$ cat src/rtl/sm_datapath_if.sv
// Controller <-> datapath bundle for the shift-add multiplier.
// The controller drives the operand/strobe side; the datapath returns MR, RS and the product stage.
interface sm_datapath_if #(
  parameter int N = 4
);
  logic [N-1:0]   md_in;
  logic [N-1:0]   mr_in;
  logic           mdld;
  logic           mrld;
  logic           rsload;
  logic           rsclear;
  logic           rsshr;
  logic [N-1:0]   mr;
  logic [2*N-1:0] rs;
  logic [2*N-1:0] prod_data;
  logic           prod_valid;
  logic           prod_ready;
  logic           overrun;
  logic           proto_err;

  modport master (
    output md_in, mr_in, mdld, mrld, rsload, rsclear, rsshr, prod_ready,
    input  mr, rs, prod_data, prod_valid, overrun, proto_err
  );

  modport slave (
    input  md_in, mr_in, mdld, mrld, rsload, rsclear, rsshr, prod_ready,
    output mr, rs, prod_data, prod_valid, overrun, proto_err
  );
endinterface

$ cat src/rtl/sm_datapath.sv
// Shift-add multiplier datapath: MD/MR/RS registers, shift counter and a
// valid/ready capture stage for the finished 2N-bit product.
module sm_datapath #(
  parameter int N = 4
) (
  input  logic          clk,
  input  logic          rst,
  sm_datapath_if.slave  bus
);
  localparam int CW = $clog2(N + 1);
  localparam logic [CW-1:0] CNT_MAX  = CW'(N);
  localparam logic [CW-1:0] CNT_LAST = CW'(N - 1);

  logic [N-1:0]   md_q, md_d;
  logic [N-1:0]   mr_q, mr_d;
  logic [2*N-1:0] rs_q, rs_d;
  logic           c_q, c_d;
  logic [CW-1:0]  cnt_q, cnt_d;
  logic [2*N-1:0] prod_data_q, prod_data_d;
  logic           prod_valid_q, prod_valid_d;
  logic           overrun_q, overrun_d;
  logic           proto_err_q, proto_err_d;

  logic [N:0]     sum;
  logic [2*N-1:0] shifted;
  logic [1:0]     op_cnt;
  logic           capture;
  logic           transfer;

  always_comb begin
    md_d         = md_q;
    mr_d         = mr_q;
    rs_d         = rs_q;
    c_d          = c_q;
    cnt_d        = cnt_q;
    prod_data_d  = prod_data_q;
    prod_valid_d = prod_valid_q;
    overrun_d    = overrun_q;
    proto_err_d  = proto_err_q;
    capture      = 1'b0;

    sum      = {1'b0, rs_q[2*N-1:N]} + {1'b0, md_q};
    shifted  = {c_q, rs_q[2*N-1:1]};
    op_cnt   = 2'(bus.rsclear) + 2'(bus.rsload) + 2'(bus.rsshr);
    transfer = prod_valid_q & bus.prod_ready;

    if (bus.mdld) md_d = bus.md_in;
    if (bus.mrld) mr_d = bus.mr_in;
    if (op_cnt > 2'd1) proto_err_d = 1'b1;

    // Only the highest-priority RS operation executes; the adder always sees the old MD.
    if (bus.rsclear) begin
      rs_d  = '0;
      c_d   = 1'b0;
      cnt_d = '0;
    end else if (bus.rsload) begin
      rs_d[2*N-1:N] = sum[N-1:0];
      c_d           = sum[N];
    end else if (bus.rsshr) begin
      rs_d = shifted;
      c_d  = 1'b0;
      if (cnt_q < CNT_MAX) cnt_d = cnt_q + 1'b1;
      capture = (cnt_q == CNT_LAST);
    end

    if (capture) begin
      prod_data_d  = shifted;
      prod_valid_d = 1'b1;
      if (prod_valid_q && !bus.prod_ready) overrun_d = 1'b1;
    end else if (transfer) begin
      prod_valid_d = 1'b0;
    end
  end

  always_ff @(posedge clk) begin
    if (rst) begin
      md_q         <= '0;
      mr_q         <= '0;
      rs_q         <= '0;
      c_q          <= 1'b0;
      cnt_q        <= '0;
      prod_data_q  <= '0;
      prod_valid_q <= 1'b0;
      overrun_q    <= 1'b0;
      proto_err_q  <= 1'b0;
    end else begin
      md_q         <= md_d;
      mr_q         <= mr_d;
      rs_q         <= rs_d;
      c_q          <= c_d;
      cnt_q        <= cnt_d;
      prod_data_q  <= prod_data_d;
      prod_valid_q <= prod_valid_d;
      overrun_q    <= overrun_d;
      proto_err_q  <= proto_err_d;
    end
  end

  assign bus.mr         = mr_q;
  assign bus.rs         = rs_q;
  assign bus.prod_data  = prod_data_q;
  assign bus.prod_valid = prod_valid_q;
  assign bus.overrun    = overrun_q;
  assign bus.proto_err  = proto_err_q;
endmodule
$ cat src/flat_wrapper.sv
// flat-port wrapper written by rule: the top's interface ports become plain ports
module sm_datapath_flat 
#(
  parameter int N = 4
)
  (clk, rst, bus_md_in, bus_mr_in, bus_mdld, bus_mrld, bus_rsload, bus_rsclear, bus_rsshr, bus_prod_ready, bus_mr, bus_rs, bus_prod_data, bus_prod_valid, bus_overrun, bus_proto_err);
  sm_datapath_if #(.N(N)) bus_i ();
  input  logic clk;
  input  logic rst;
  input wire logic [$bits(bus_i.md_in)-1:0] bus_md_in;
  input wire logic [$bits(bus_i.mr_in)-1:0] bus_mr_in;
  input wire logic [$bits(bus_i.mdld)-1:0] bus_mdld;
  input wire logic [$bits(bus_i.mrld)-1:0] bus_mrld;
  input wire logic [$bits(bus_i.rsload)-1:0] bus_rsload;
  input wire logic [$bits(bus_i.rsclear)-1:0] bus_rsclear;
  input wire logic [$bits(bus_i.rsshr)-1:0] bus_rsshr;
  input wire logic [$bits(bus_i.prod_ready)-1:0] bus_prod_ready;
  output wire logic [$bits(bus_i.mr)-1:0] bus_mr;
  output wire logic [$bits(bus_i.rs)-1:0] bus_rs;
  output wire logic [$bits(bus_i.prod_data)-1:0] bus_prod_data;
  output wire logic [$bits(bus_i.prod_valid)-1:0] bus_prod_valid;
  output wire logic [$bits(bus_i.overrun)-1:0] bus_overrun;
  output wire logic [$bits(bus_i.proto_err)-1:0] bus_proto_err;
  assign bus_i.md_in = bus_md_in;
  assign bus_i.mr_in = bus_mr_in;
  assign bus_i.mdld = bus_mdld;
  assign bus_i.mrld = bus_mrld;
  assign bus_i.rsload = bus_rsload;
  assign bus_i.rsclear = bus_rsclear;
  assign bus_i.rsshr = bus_rsshr;
  assign bus_i.prod_ready = bus_prod_ready;
  assign bus_mr = bus_i.mr;
  assign bus_rs = bus_i.rs;
  assign bus_prod_data = bus_i.prod_data;
  assign bus_prod_valid = bus_i.prod_valid;
  assign bus_overrun = bus_i.overrun;
  assign bus_proto_err = bus_i.proto_err;
  sm_datapath #(.N(N)) u_core (.clk(clk), .rst(rst), .bus(bus_i));
endmodule
$ cat config.mk
export PLATFORM = sky130hd
export DESIGN_NAME = sm_datapath_flat
export DESIGN_NICKNAME = d
export VERILOG_FILES = /design/src/rtl/sm_datapath_if.sv /design/src/rtl/sm_datapath.sv /design/src/flat_wrapper.sv
export SDC_FILE = /design/constraint.sdc
export NUM_CORES = 1
export LEC_CHECK = 0
export BUFFER_PORTS_ARGS = -buffer_cell sky130_fd_sc_hd__clkbuf_2
export CAP_MARGIN = 40
export CORE_AREA = 2 2 66 49
export DETAILED_ROUTE_END_ITERATION = 12
export DIE_AREA = 0 0 68 51
export GPL_TIMING_DRIVEN = 0
export PLACE_DENSITY = 0.75
export SYNTH_ARGS = -nofsm -noshare
export SYNTH_HDL_FRONTEND = slang
export SYNTH_SLANG_ARGS = --single-unit
$ cat constraint.sdc
create_clock -name clk -period 1.79 [get_ports clk]
set_input_delay 0.179 -clock clk [delete_from_list [all_inputs] [get_ports clk]]
set_output_delay 0.179 -clock clk [all_outputs]
set_load 0.01 [all_outputs]
==> run_summary.xml, run 1 <==
<?xml version="1.0" encoding="UTF-8"?>
<metrics>
  <group name="cts">
    <metric name="insertion_delay" unit="ns">0.28</metric>
    <metric name="cts_max_path_buffers" unit="">2</metric>
    <metric name="ctsHoldBuffers" unit="">0</metric>
    <metric name="clkTransAtPathRegs" unit="ns">0.06</metric>
    <metric name="cts_sinks" unit="">31</metric>
    <metric name="cts_inserted_buffers" unit="">5</metric>
    <metric name="htree_num_levels" unit="">2</metric>
    <metric name="post-cts-setup-buffer-count" unit="">0</metric>
    <metric name="tritoncts" unit="">built</metric>
    <metric name="cts_root_buf" unit="">sky130_fd_sc_hd__clkbuf_8</metric>
    <metric name="cts_resized" unit="">0</metric>
  </group>
  <group name="synthesis">
    <metric name="ys_dominant_reg_cell" unit="">sky130_fd_sc_hd__dfxtp_1</metric>
    <metric name="sequential_fraction_of_the_synthesis_area" unit="%">45.3</metric>
    <metric name="ys_seq_elements" unit="">31</metric>
    <metric name="top_area_cell_type_share_of_the_netlist_area" unit="%">45.3</metric>
    <metric name="synth.top_cells.by_area" unit="">sky130_fd_sc_hd__dfxtp_1 (45%), sky130_fd_sc_hd__mux2i_1 (11%), sky130_fd_sc_hd__ha_1 (6.4%), sky130_fd_sc_hd__nor2_1 (5.2%), sky130_fd_sc_hd__a21oi_1 (4.8%)</metric>
    <metric name="synthesis.nets" unit="">164</metric>
    <metric name="synth_area_leader" unit="">sky130_fd_sc_hd__dfxtp_1</metric>
    <metric name="synth_cells" unit="">140</metric>
    <metric name="syn_area" unit="um2">1370</metric>
    <metric name="synth-async-reset-ratio" unit="%">0</metric>
    <metric name="number_of_enable_flip_flop_cells_after_synthesis" unit="">0</metric>
    <metric name="yosys_warnings" unit="">0</metric>
    <metric name="synth_cell_type_count" unit="">28</metric>
    <metric name="syn_avg_cell_area" unit="um2">9.78</metric>
  </group>
  <group name="setup_path">
    <metric name="worst-path-max-fanout" unit="">5</metric>
    <metric name="critPathLaunch" unit="">u_core.bus.rs[4]</metric>
    <metric name="worst_r2r_startpoint" unit="">u_core.bus.rs[4]</metric>
    <metric name="critPathKind" unit="">reg2reg</metric>
    <metric name="cp_data_required_time" unit="ns">1.96</metric>
    <metric name="setup.worst_path.start_class" unit="">register</metric>
    <metric name="endpoint_kind_of_the_worst_setup_timing_path" unit="">register</metric>
    <metric name="critPathArrivalTime" unit="ns">1.71</metric>
  </group>
  <group name="sta">
    <metric name="finalMaxSlewViolations" unit="">0</metric>
    <metric name="timing.clock.skew" unit="ns">0.00368</metric>
    <metric name="max-slew-margin-rel" unit="%">81.2</metric>
    <metric name="period_share" unit="%">85.7</metric>
    <metric name="rsz0062_at_grt" unit="">false</metric>
    <metric name="period_minus_slack" unit="ns">1.53</metric>
    <metric name="fin_hold_viols" unit="">0</metric>
    <metric name="max_clock_freq" unit="MHz">652</metric>
    <metric name="setup_violations" unit="">0</metric>
    <metric name="final.setup.tns" unit="ns">0</metric>
    <metric name="hold-worst-slack" unit="ns">0.132</metric>
    <metric name="timing_worst_slew_pin_value" unit="ns">0.282</metric>
  </group>
  <group name="power">
    <metric name="clock_power_share" unit="%">39.0</metric>
    <metric name="power.combinational.fraction" unit="%">9.2</metric>
    <metric name="cellLeakagePower" unit="nW">0.790</metric>
    <metric name="sequentialPowerShare" unit="%">51.8</metric>
    <metric name="powerDensity" unit="nW/um2">827</metric>
    <metric name="net-switching-power" unit="uW">320</metric>
    <metric name="internal-power" unit="mW">1.07</metric>
    <metric name="sw_frac_of_total" unit="%">23.0</metric>
    <metric name="vdd_ir_drop_max" unit="uV">375</metric>
  </group>
  <group name="global_route">
    <metric name="global_route.usage.total" unit="%">17.6</metric>
    <metric name="antenna_found_initial" unit="">0</metric>
    <metric name="grt_max_degree" unit="">11</metric>
    <metric name="grt_first_pass_wirelength" unit="um">4430</metric>
    <metric name="first_global_vias" unit="">960</metric>
    <metric name="grt_overflow_total" unit="">0</metric>
  </group>
  <group name="routing">
    <metric name="antenna_violating_nets_post_route" unit="">0</metric>
    <metric name="drc" unit="">0</metric>
    <metric name="dr_total_vias" unit="">1064</metric>
    <metric name="met2WireLength" unit="um">1270</metric>
    <metric name="postRouteWirelength" unit="um">2710</metric>
    <metric name="top_layer" unit="">met4</metric>
    <metric name="met3RoutedLength" unit="um">142</metric>
    <metric name="detail_route.wl_per_cell" unit="um">12.3</metric>
    <metric name="routed_via_count_divided_by_cell_count" unit="">4.81</metric>
    <metric name="drt-pass1-iter-count" unit="">4</metric>
    <metric name="met1Wirelength" unit="um">1260</metric>
    <metric name="detail_route.iter0.violations" unit="">28</metric>
  </group>
  <group name="die">
    <metric name="die_h" unit="um">51</metric>
    <metric name="initial_core_util" unit="%">46.6</metric>
    <metric name="core_area" unit="um2">2940</metric>
    <metric name="die_area" unit="um2">3470</metric>
    <metric name="die_x" unit="um">68</metric>
    <metric name="design.portCount" unit="">39</metric>
    <metric name="core.rowCount" unit="">17</metric>
  </group>
  <group name="min_path">
    <metric name="worstHoldStart" unit="">bus_md_in[1]</metric>
    <metric name="hp-class" unit="">in2reg</metric>
  </group>
  <group name="placed_design">
    <metric name="placed_cell_area" unit="um2">1600</metric>
    <metric name="finalWeightedCongestion" unit="">0.765</metric>
    <metric name="io_buffers" unit="">36</metric>
    <metric name="detailed_place_hpwl" unit="um">2070</metric>
  </group>
  <group name="final_layout">
    <metric name="finish.utilization" unit="%">57.4</metric>
    <metric name="total_non_filler_cell_area_in_the_finished_layout" unit="um2">1680</metric>
    <metric name="layout_cell_share_with_drive_strength_beyond_1" unit="%">32.2</metric>
    <metric name="layout-area-overhead-vs-synth" unit="%">23.0</metric>
    <metric name="antenna_cells" unit="">0</metric>
    <metric name="nets" unit="">207</metric>
  </group>
  <group name="status">
    <metric name="status" unit="">completed</metric>
  </group>
  <group name="flow_run">
    <metric name="max_cap_viol_count" unit="">0</metric>
  </group>
</metrics>
==> power by group through the flow <==
stage,combinational [mW],sequential [mW],clock [mW]
detailed placement,0.128,0.736,0
finish,0.128,0.721,0.544
global placement,0.123,0.735,0
floorplan,0.0814,0.738,0
global route,0.142,0.723,0.591
CTS,0.129,0.721,0.561
==> critical path, cell delays in order, from the launching register on <==
cell and delay (ns):
sky130_fd_sc_hd__dfxtp_1 0.35, sky130_fd_sc_hd__ha_1 0.26, sky130_fd_sc_hd__fa_1 0.42, sky130_fd_sc_hd__a21o_1 0.20, sky130_fd_sc_hd__a21oi_1 0.13, sky130_fd_sc_hd__nor3_1 0.06
==> per-layer routing <==
layer  track usage, %  vias up
met2             26.4       21
met4             9.00        0
met1             22.9      484
li1                 -      556
met5                0        -
met3             5.29        3
==> synthesized netlist by cell type (2+ instances only) <==
library cell,number
sky130_fd_sc_hd__a211oi_1,4
sky130_fd_sc_hd__a21oi_1,13
sky130_fd_sc_hd__and2b_2,3
sky130_fd_sc_hd__buf_2,4
sky130_fd_sc_hd__buf_6,3
sky130_fd_sc_hd__clkbuf_1,2
sky130_fd_sc_hd__dfxtp_1,31
sky130_fd_sc_hd__ha_1,7
sky130_fd_sc_hd__inv_1,3
sky130_fd_sc_hd__mux2_2,2
sky130_fd_sc_hd__mux2i_1,15
sky130_fd_sc_hd__nand2_1,17
sky130_fd_sc_hd__nand2b_1,2
sky130_fd_sc_hd__nor2_1,19
sky130_fd_sc_hd__xnor2_1,2
==> cells by family (layout without fill, tap and decap cells) <==
| group | after synthesis | after routing | share of synthesized area [%] |
|---|---|---|---|
| adder cells (fa/ha/maj) | 8 | 8 | 7.86 |
| AND/OR/NAND/NOR | 49 | 49 | 18.2 |
| buffers and inverters | 13 | 56 | 5.85 |
| flip-flops | 31 | 31 | 45.3 |
| multiplexers | 17 | 17 | 12.6 |
| AO/OA/AOI/OAI | 20 | 20 | 8.87 |
| XOR/XNOR | 2 | 2 | 1.28 |
==> worst paths after layout <==
check / end / slack (ns) / cells after the start
worst max-delay path: u_core.c_q / 0.26 / 5
worst max register to register: u_core.c_q / 0.26 / 5
worst min-delay path: u_core.md_q[1] / 0.13 / 3
worst min register to register: u_core.bus.prod_data[2] / 0.45 / 2
==> stage by stage <==
step,std cells,power (mW),setup WS [ns]
after floorplan,140,0.820,0.347
after global placement,214,0.858,0.306
after detailed placement,214,0.864,0.267
after CTS,221,1.41,0.257
after global routing,221,1.46,0.211
final,221,1.39,0.256
==> cells in the final DEF, fill, tap and decap left out, drive strengths merged <==
| cell | synthesis | final |
|---|---|---|
| nor3 | 1 | 1 |
| buf | 8 | 8 |
| xnor2 | 2 | 2 |
| fa | 1 | 1 |
| nor2 | 19 | 19 |
| a21o | 1 | 1 |
| and4b | 1 | 1 |
| o21ba | 1 | 1 |
| or2 | 1 | 1 |
| dfxtp | 31 | 31 |
| clkinv | 0 | 1 |
| inv | 3 | 3 |
| nand4bb | 1 | 1 |
| a211oi | 4 | 4 |
| nor3b | 1 | 1 |
| mux2i | 15 | 15 |
| and2b | 3 | 3 |
| mux2 | 2 | 2 |
| nand2 | 17 | 17 |
| ha | 7 | 7 |
| a21oi | 14 | 14 |
| nand3 | 1 | 1 |
| clkbuf | 2 | 44 |
| nor4 | 1 | 1 |
| nand2b | 2 | 2 |
| and4bb | 1 | 1 |
==> final cells by class <==
cell class	instances	area [um2]
tap	38	47.5
clock inverter	1	5.00
clock buffer	6	82.6
fill	286	1250
buffer	10	68.8
multi-input combinational	96	668
sequential	31	621
inverter	3	11.3
timing repair buffer	36	180
==> flip-flops by register name, summed over array words and instances (netlist names), 3 cells and up <==
name	count
u_core.bus.mr	4
u_core.md_q	4
u_core.bus.prod_data	8
u_core.cnt_q	3
u_core.bus.rs	8
(Power assumes the default switching activity.)
==> inputs of run 2 (changes only) <==
--- a/config.mk
+++ b/config.mk
@@ -7,11 +7,11 @@
 export LEC_CHECK = 0
 export BUFFER_PORTS_ARGS = -buffer_cell sky130_fd_sc_hd__clkbuf_2
 export CAP_MARGIN = 40
-export CORE_AREA = 2 2 66 49
+export CORE_AREA = 2 2 64 48
 export DETAILED_ROUTE_END_ITERATION = 12
-export DIE_AREA = 0 0 68 51
+export DIE_AREA = 0 0 66 50
 export GPL_TIMING_DRIVEN = 0
-export PLACE_DENSITY = 0.75
+export PLACE_DENSITY = 0.8
 export SYNTH_ARGS = -nofsm -noshare
 export SYNTH_HDL_FRONTEND = slang
 export SYNTH_SLANG_ARGS = --single-unit
==> constraint.sdc (replaced) <==
create_clock -name clk -period 1.8 [get_ports clk]
set_input_delay 0.18 -clock clk [delete_from_list [all_inputs] [get_ports clk]]
set_output_delay 0.18 -clock clk [all_outputs]
set_load 0.01 [all_outputs]
==> run_summary.xml, run 2 (synthesized netlist as in run 1, its figures left out) <==
<?xml version="1.0" encoding="UTF-8"?>
<metrics>
  <group name="placed_design">
    <metric name="detailed_place_hpwl" unit="um">2060</metric>
    <metric name="placed_cell_area" unit="um2">1590</metric>
    <metric name="finalWeightedCongestion" unit="">0.755</metric>
    <metric name="io_buffers" unit="">36</metric>
  </group>
  <group name="setup_path">
    <metric name="critical_path_buf_inv_count" unit="">0</metric>
    <metric name="worst-r2r-cell-count" unit="">5</metric>
    <metric name="setup.worst_path.start_class" unit="">register</metric>
    <metric name="timing.critical_path.max_delay_family" unit="">adder cells</metric>
    <metric name="critical_path_cell_count" unit="">5</metric>
    <metric name="endpoint_kind_of_the_worst_setup_timing_path" unit="">register</metric>
    <metric name="critPathArrivalTime" unit="ns">1.69</metric>
    <metric name="critPathKind" unit="">reg2reg</metric>
    <metric name="worst-path-max-fanout" unit="">5</metric>
    <metric name="crit_path_top_delay_cell" unit="">sky130_fd_sc_hd__fa_1</metric>
    <metric name="worst_path_largest_cell_delay" unit="ns">0.41</metric>
    <metric name="cp_data_required_time" unit="ns">1.97</metric>
    <metric name="path_cells" unit="">ha_1 -&gt; fa_1 -&gt; a21o_1 -&gt; a21oi_1 -&gt; nor3_1</metric>
  </group>
  <group name="die">
    <metric name="initial_core_util" unit="%">51.0</metric>
    <metric name="core_area" unit="um2">2680</metric>
    <metric name="die_h" unit="um">50</metric>
    <metric name="design.portCount" unit="">39</metric>
    <metric name="core.rowCount" unit="">16</metric>
    <metric name="die_area" unit="um2">3300</metric>
    <metric name="die_x" unit="um">66</metric>
  </group>
  <group name="routing">
    <metric name="drc" unit="">0</metric>
    <metric name="dr_total_vias" unit="">1105</metric>
    <metric name="detail_route.iter0.violations" unit="">46</metric>
    <metric name="routed_via_count_divided_by_cell_count" unit="">5.05</metric>
    <metric name="detail_route.wl_per_cell" unit="um">12.5</metric>
    <metric name="postRouteWirelength" unit="um">2740</metric>
    <metric name="antenna_violating_nets_post_route" unit="">0</metric>
    <metric name="drt-pass1-iter-count" unit="">4</metric>
  </group>
  <group name="cts">
    <metric name="clkTransAtPathRegs" unit="ns">0.06</metric>
    <metric name="post-cts-setup-buffer-count" unit="">0</metric>
    <metric name="cts_sinks" unit="">31</metric>
    <metric name="ctsHoldBuffers" unit="">0</metric>
    <metric name="insertion_delay" unit="ns">0.28</metric>
    <metric name="cts_root_buf" unit="">sky130_fd_sc_hd__clkbuf_8</metric>
    <metric name="cts_inserted_buffers" unit="">5</metric>
    <metric name="cts_max_path_buffers" unit="">2</metric>
    <metric name="cts_resized" unit="">0</metric>
    <metric name="tritoncts" unit="">built</metric>
    <metric name="htree_num_levels" unit="">2</metric>
  </group>
  <group name="sta">
    <metric name="final.setup.tns" unit="ns">0</metric>
    <metric name="rsz0062_at_grt" unit="">false</metric>
    <metric name="max_clock_freq" unit="MHz">658</metric>
    <metric name="finalMaxSlewViolations" unit="">0</metric>
    <metric name="period_share" unit="%">84.4</metric>
    <metric name="hold-worst-slack" unit="ns">0.137</metric>
    <metric name="timing.clock.skew" unit="ns">0.00529</metric>
    <metric name="fin_hold_viols" unit="">0</metric>
    <metric name="setup_violations" unit="">0</metric>
    <metric name="max-slew-margin-rel" unit="%">81.0</metric>
    <metric name="period_minus_slack" unit="ns">1.52</metric>
    <metric name="timing_worst_slew_pin_value" unit="ns">0.285</metric>
  </group>
  <group name="status">
    <metric name="status" unit="">completed</metric>
  </group>
  <group name="final_layout">
    <metric name="antenna_cells" unit="">0</metric>
    <metric name="layout-area-overhead-vs-synth" unit="%">22.9</metric>
    <metric name="nets" unit="">207</metric>
    <metric name="final_common_cell" unit="">sky130_fd_sc_hd__clkbuf_2</metric>
    <metric name="final_cell_mix" unit="">sky130_fd_sc_hd__clkbuf_2 (36), sky130_fd_sc_hd__dfxtp_1 (31), sky130_fd_sc_hd__nor2_1 (19)</metric>
    <metric name="final.fill_count" unit="">253</metric>
    <metric name="layout_cell_share_with_drive_strength_beyond_1" unit="%">32.2</metric>
    <metric name="finish.utilization" unit="%">62.7</metric>
    <metric name="total_non_filler_cell_area_in_the_finished_layout" unit="um2">1680</metric>
  </group>
  <group name="global_route">
    <metric name="grt_first_pass_wirelength" unit="um">4550</metric>
    <metric name="first_global_vias" unit="">1029</metric>
    <metric name="global_route.usage.total" unit="%">18.7</metric>
    <metric name="grt_overflow_total" unit="">0</metric>
    <metric name="antenna_found_initial" unit="">0</metric>
    <metric name="grt_max_degree" unit="">11</metric>
  </group>
  <group name="flow_run">
    <metric name="max_cap_viol_count" unit="">0</metric>
  </group>
  <group name="power">
    <metric name="vdd_ir_drop_max" unit="uV">450</metric>
    <metric name="cellLeakagePower" unit="nW">0.790</metric>
    <metric name="powerDensity" unit="nW/um2">820</metric>
  </group>
  <group name="min_path">
    <metric name="hold_crit_depth" unit="">3</metric>
    <metric name="hp-class" unit="">in2reg</metric>
  </group>
</metrics>
==> run 2: cell counts in the layout (fill, tap and decap cells not counted) <==
Identical to the previous run, type by type.
==> run 2: path summary, 6_finish.rpt <==
| check | from | endpoint | slack (ns) |
|---|---|---|---|
| max | u_core.bus.rs[4] | u_core.c_q | 0.28 |
| min | bus_md_in[0] | u_core.md_q[0] | 0.14 |
| max reg2reg | u_core.bus.rs[4] | u_core.c_q | 0.28 |
| min reg2reg | u_core.bus.prod_data[0] | u_core.bus.prod_data[0] | 0.46 |
==> run 2: worst min-delay path, delay by kind of cell <==
kind          cells  cell delay [ns]
simple gates      1             0.07
mux               1             0.06
buf+inv           1             0.07
==> run 2: power breakdown <==
part	internal [mW]	switching, mW	leakage [nW]
combinational	0.0634	0.0635	0.491
clock	0.299	0.236	0.0470
sequential	0.704	0.0133	0.252
==> run 2: layout make-up <==
type                       instances  area, um2  area share [%]
buffer                            10       68.8            4.09
clock buffer                       6       82.6            4.91
clock inverter                     1       5.00           0.298
inverter                           3       11.3           0.670
multi-input combinational         96        668            39.7
sequential                        31        621            36.9
tap                               36       45.0            2.68
timing repair buffer              36        180            10.7
==> run 2: per-stage QoR <==
step | power (mW) | worst slack (ns) | instances
6_report | 1.38 | 0.280 | 219
5_1_grt | 1.45 | 0.219 | 219
4_1_cts | 1.40 | 0.268 | 219
3_5_place_dp | 0.859 | 0.274 | 212
3_3_place_gp | 0.853 | 0.302 | 212
2_1_floorplan | 0.815 | 0.357 | 140
==> run 2: layer usage <==
layer	vias up	track usage, %	share of wire, %	wire length (um)
met2	32	29.6	46	1260
met1	510	22.6	45	1240
met3	7	7.76	7.1	195
met5	-	0	0	0
met4	0	7.14	1.9	51
li1	556	-	-	-
==> inputs of run 3 (changes only) <==
--- a/config.mk
+++ b/config.mk
@@ -5,13 +5,14 @@
 export SDC_FILE = /design/constraint.sdc
 export NUM_CORES = 1
 export LEC_CHECK = 0
+export ABC_AREA = 1
 export BUFFER_PORTS_ARGS = -buffer_cell sky130_fd_sc_hd__clkbuf_2
 export CAP_MARGIN = 40
 export CORE_AREA = 2 2 64 48
 export DETAILED_ROUTE_END_ITERATION = 12
 export DIE_AREA = 0 0 66 50
 export GPL_TIMING_DRIVEN = 0
-export PLACE_DENSITY = 0.8
+export PLACE_DENSITY = 0.77
 export SYNTH_ARGS = -nofsm -noshare
 export SYNTH_HDL_FRONTEND = slang
 export SYNTH_SLANG_ARGS = --single-unit
==> constraint.sdc (replaced) <==
create_clock -name clk -period 1.57 [get_ports clk]
set_input_delay 0.157 -clock clk [delete_from_list [all_inputs] [get_ports clk]]
set_output_delay 0.157 -clock clk [all_outputs]
set_load 0.01 [all_outputs]
==> run_summary.xml, run 3 <==
<?xml version="1.0" encoding="UTF-8"?>
<metrics>
  <group name="min_path">
    <metric name="hp-class" unit="">in2reg</metric>
    <metric name="worstHoldStart" unit="">bus_mr_in[3]</metric>
  </group>
  <group name="synthesis">
    <metric name="ys_seq_elements" unit="">31</metric>
    <metric name="post_synth_most_frequent_cells" unit="">sky130_fd_sc_hd__nor2_1 (44), sky130_fd_sc_hd__dfxtp_1 (31), sky130_fd_sc_hd__o21ai_0 (24)</metric>
    <metric name="synth-async-reset-ratio" unit="%">0</metric>
    <metric name="top_area_cell_type_share_of_the_netlist_area" unit="%">47.7</metric>
    <metric name="synth.top_cells.by_area" unit="">sky130_fd_sc_hd__dfxtp_1 (48%), sky130_fd_sc_hd__nor2_1 (13%), sky130_fd_sc_hd__o21ai_0 (9.2%), sky130_fd_sc_hd__ha_1 (6.7%), sky130_fd_sc_hd__nand2_1 (4.9%)</metric>
    <metric name="library_cell_with_the_highest_instance_count_after_synthesis" unit="">sky130_fd_sc_hd__nor2_1</metric>
    <metric name="synth_fa_ha_area_share" unit="%">8.27</metric>
    <metric name="synth_top_family_by_area" unit="">simple AND/OR/NAND/NOR gates</metric>
    <metric name="synthesis.nets" unit="">190</metric>
    <metric name="synthXorXnorAreaFrac" unit="%">0</metric>
    <metric name="yosys_warnings" unit="">0</metric>
    <metric name="synth_cell_type_count" unit="">18</metric>
    <metric name="synth_simple_gate_area_share" unit="%">21.3</metric>
    <metric name="synth-compound-area-share" unit="%">15.9</metric>
    <metric name="syn_avg_cell_area" unit="um2">7.84</metric>
    <metric name="synth_cells" unit="">166</metric>
    <metric name="sequential_fraction_of_the_synthesis_area" unit="%">47.7</metric>
    <metric name="yosys-mux-area-fraction" unit="%">0</metric>
    <metric name="number_of_enable_flip_flop_cells_after_synthesis" unit="">0</metric>
    <metric name="syn_area" unit="um2">1300</metric>
    <metric name="synth_area_leader" unit="">sky130_fd_sc_hd__dfxtp_1</metric>
    <metric name="ys_dominant_reg_cell" unit="">sky130_fd_sc_hd__dfxtp_1</metric>
  </group>
  <group name="cts">
    <metric name="cts_inserted_buffers" unit="">5</metric>
    <metric name="clkTransAtPathRegs" unit="ns">0.06</metric>
    <metric name="insertion_delay" unit="ns">0.28</metric>
    <metric name="post-cts-setup-buffer-count" unit="">0</metric>
    <metric name="htree_num_levels" unit="">2</metric>
    <metric name="cts_max_path_buffers" unit="">2</metric>
    <metric name="cts_sinks" unit="">31</metric>
    <metric name="cts_root_buf" unit="">sky130_fd_sc_hd__clkbuf_8</metric>
    <metric name="tritoncts" unit="">built</metric>
  </group>
  <group name="die">
    <metric name="die_h" unit="um">50</metric>
    <metric name="core_area" unit="um2">2680</metric>
    <metric name="die_x" unit="um">66</metric>
    <metric name="design.portCount" unit="">39</metric>
    <metric name="die_area" unit="um2">3300</metric>
    <metric name="core.rowCount" unit="">16</metric>
    <metric name="initial_core_util" unit="%">48.5</metric>
  </group>
  <group name="sta">
    <metric name="final.setup.tns" unit="ns">0</metric>
    <metric name="timing_worst_slew_pin_value" unit="ns">0.511</metric>
    <metric name="period_share" unit="%">94.6</metric>
    <metric name="max-slew-margin-rel" unit="%">65.8</metric>
    <metric name="timing.clock.skew" unit="ns">0.00354</metric>
    <metric name="fin_hold_viols" unit="">0</metric>
    <metric name="max_clock_freq" unit="MHz">673</metric>
    <metric name="finalMaxSlewViolations" unit="">0</metric>
    <metric name="rsz0062_at_grt" unit="">false</metric>
    <metric name="setup_violations" unit="">0</metric>
    <metric name="period_minus_slack" unit="ns">1.48</metric>
  </group>
  <group name="final_layout">
    <metric name="antenna_cells" unit="">0</metric>
    <metric name="layout.area.seq" unit="um2">622</metric>
    <metric name="final_common_cell" unit="">sky130_fd_sc_hd__nor2_1</metric>
    <metric name="layout-area-overhead-vs-synth" unit="%">27.2</metric>
    <metric name="total_non_filler_cell_area_in_the_finished_layout" unit="um2">1660</metric>
    <metric name="multi_input_area" unit="um2">592</metric>
    <metric name="layout_cell_share_with_drive_strength_beyond_1" unit="%">25.5</metric>
    <metric name="final.fill_count" unit="">248</metric>
    <metric name="nets" unit="">235</metric>
    <metric name="final_cell_mix" unit="">sky130_fd_sc_hd__nor2_1 (44), sky130_fd_sc_hd__clkbuf_2 (39), sky130_fd_sc_hd__dfxtp_1 (30)</metric>
  </group>
  <group name="routing">
    <metric name="antenna_violating_nets_post_route" unit="">0</metric>
    <metric name="drt-pass1-iter-count" unit="">4</metric>
    <metric name="postRouteWirelength" unit="um">2520</metric>
    <metric name="dr_total_vias" unit="">1146</metric>
    <metric name="drc" unit="">0</metric>
    <metric name="routed_via_count_divided_by_cell_count" unit="">4.62</metric>
    <metric name="detail_route.wl_per_cell" unit="um">10.2</metric>
    <metric name="detail_route.iter0.violations" unit="">58</metric>
  </group>
  <group name="setup_path">
    <metric name="path_common_cell" unit="">sky130_fd_sc_hd__a21oi_1</metric>
    <metric name="crit_path_top_delay_cell" unit="">sky130_fd_sc_hd__fa_1</metric>
    <metric name="setup.worst_path.start_class" unit="">register</metric>
    <metric name="worst-path-max-fanout" unit="">5</metric>
    <metric name="critPathLaunch" unit="">u_core.bus.rs[4]</metric>
    <metric name="worst_r2r_startpoint" unit="">u_core.bus.rs[4]</metric>
    <metric name="worst_path_largest_cell_delay" unit="ns">0.41</metric>
    <metric name="critPathArrivalTime" unit="ns">1.65</metric>
    <metric name="path_cells" unit="">ha_1 -&gt; fa_1 -&gt; nand2_1 -&gt; a21oi_1 -&gt; o21ai_0 -&gt; a21oi_1</metric>
    <metric name="timing.critical_path.max_delay_family" unit="">adder cells</metric>
    <metric name="critPathKind" unit="">reg2reg</metric>
    <metric name="cp_data_required_time" unit="ns">1.74</metric>
    <metric name="endpoint_kind_of_the_worst_setup_timing_path" unit="">register</metric>
    <metric name="critical_path_buf_inv_count" unit="">0</metric>
  </group>
  <group name="global_route">
    <metric name="global_route.usage.total" unit="%">17.5</metric>
    <metric name="antenna_found_initial" unit="">0</metric>
    <metric name="first_global_vias" unit="">1027</metric>
    <metric name="grt_first_pass_wirelength" unit="um">4310</metric>
    <metric name="grt_max_degree" unit="">11</metric>
    <metric name="grt_overflow_total" unit="">0</metric>
  </group>
  <group name="power">
    <metric name="clock_power_share" unit="%">45.4</metric>
    <metric name="cellLeakagePower" unit="nW">0.823</metric>
    <metric name="powerDensity" unit="nW/um2">1070</metric>
    <metric name="vdd_ir_drop_max" unit="uV">603</metric>
    <metric name="internal-power" unit="mW">1.38</metric>
    <metric name="sw_frac_of_total" unit="%">22.0</metric>
    <metric name="sequentialPowerShare" unit="%">46.8</metric>
    <metric name="power.combinational.fraction" unit="%">7.8</metric>
    <metric name="net-switching-power" unit="uW">390</metric>
  </group>
  <group name="placed_design">
    <metric name="io_buffers" unit="">38</metric>
    <metric name="detailed_place_hpwl" unit="um">1920</metric>
    <metric name="finalWeightedCongestion" unit="">0.729</metric>
    <metric name="placed_cell_area" unit="um2">1540</metric>
  </group>
  <group name="flow_run">
    <metric name="max_cap_viol_count" unit="">0</metric>
  </group>
  <group name="status">
    <metric name="status" unit="">completed</metric>
  </group>
</metrics>
==> run 3: changes by cell type in the layout (fill, tap and decap cells not counted), sizes merged, moves of 3 or more <==
cell / before / now
a21oi: 14 / 10
nor2: 19 / 45
mux2i: 15 / 0
buf: 8 / 1
nand3: 1 / 4
a211oi: 4 / 0
o21ai: 0 / 24
inv: 3 / 18
and2b: 3 / 0
==> run 3: path summary, 6_finish.rpt <==
kind / endpoint / slack, ns / cells after the start
hold / removal: u_core.bus.mr[3] / 0.1 / 3
setup reg to reg: u_core.c_q / 0.09 / 6
setup / recovery: u_core.c_q / 0.09 / 6
hold reg to reg: u_core.bus.overrun / 0.48 / 1
==> run 3: power by group through the flow <==
stage	Sequential [mW]	Combinational [mW]	Clock [mW]
2_1_floorplan	0.849	0.0759	0
3_3_place_gp	0.845	0.138	0
3_5_place_dp	0.845	0.140	0
4_1_cts	0.828	0.140	0.825
5_1_grt	0.831	0.162	0.861
6_report	0.828	0.139	0.804
==> run 3: stage by stage <==
step	setup slack, ns	utilization, %	power, mW	std cells	hold slack (ns)
5_1_grt	0.00779	61.7	1.85	248	0.101
3_5_place_dp	0.0659	57.3	0.985	240	0.390
3_3_place_gp	0.0817	57.3	0.982	240	0.383
6_report	0.0852	61.7	1.77	248	0.0984
2_1_floorplan	0.140	-	0.925	166	0.226
4_1_cts	0.0547	61.7	1.79	248	0.0894
==> run 3: metal layers <==
metal	vias to the layer above	track usage [%]	share of wire, %	routed length (um)
met5	-	0	0	0
met4	0	9.52	2.3	59
met3	6	7.31	4.9	124
met2	23	24.4	41	1030
met1	488	22.8	52	1310
li1	629	-	-	-
==> run 3: kinds of logic (layout without fill, tap and decap cells) <==
family	after synthesis	after routing
AO/OA/AOI/OAI	39	39
adder cells (fa/ha/maj)	8	8
flip-flops	31	31
buffers and inverters	20	66
AND/OR/NAND/NOR	68	68
==> run 3: final cells by class <==
| type | instances | area share, % |
|---|---|---|
| Clock buffer | 6 | 4.99 |
| Tap cell | 36 | 2.72 |
| Sequential cell | 31 | 37.6 |
| Clock inverter | 2 | 2.12 |
| Inverter | 18 | 4.38 |
| Buffer | 2 | 0.983 |
| Multi-Input combinational cell | 115 | 35.8 |
| Timing Repair Buffer | 38 | 11.5 |
==> run 3: worst reg2reg max path: stages, from the launching register on <==
cell                      delay, ns
sky130_fd_sc_hd__dfxtp_2       0.35
sky130_fd_sc_hd__ha_1          0.23
sky130_fd_sc_hd__fa_1          0.41
sky130_fd_sc_hd__nand2_1       0.09
sky130_fd_sc_hd__a21oi_1       0.05
sky130_fd_sc_hd__o21ai_0       0.16
sky130_fd_sc_hd__a21oi_1       0.08
==> run 3: what timing repair did <==
item	4_1_cts	5_1_grt
hold buffers	0	0
gates resized for setup	0	1
endpoints found under the setup margin	0	2
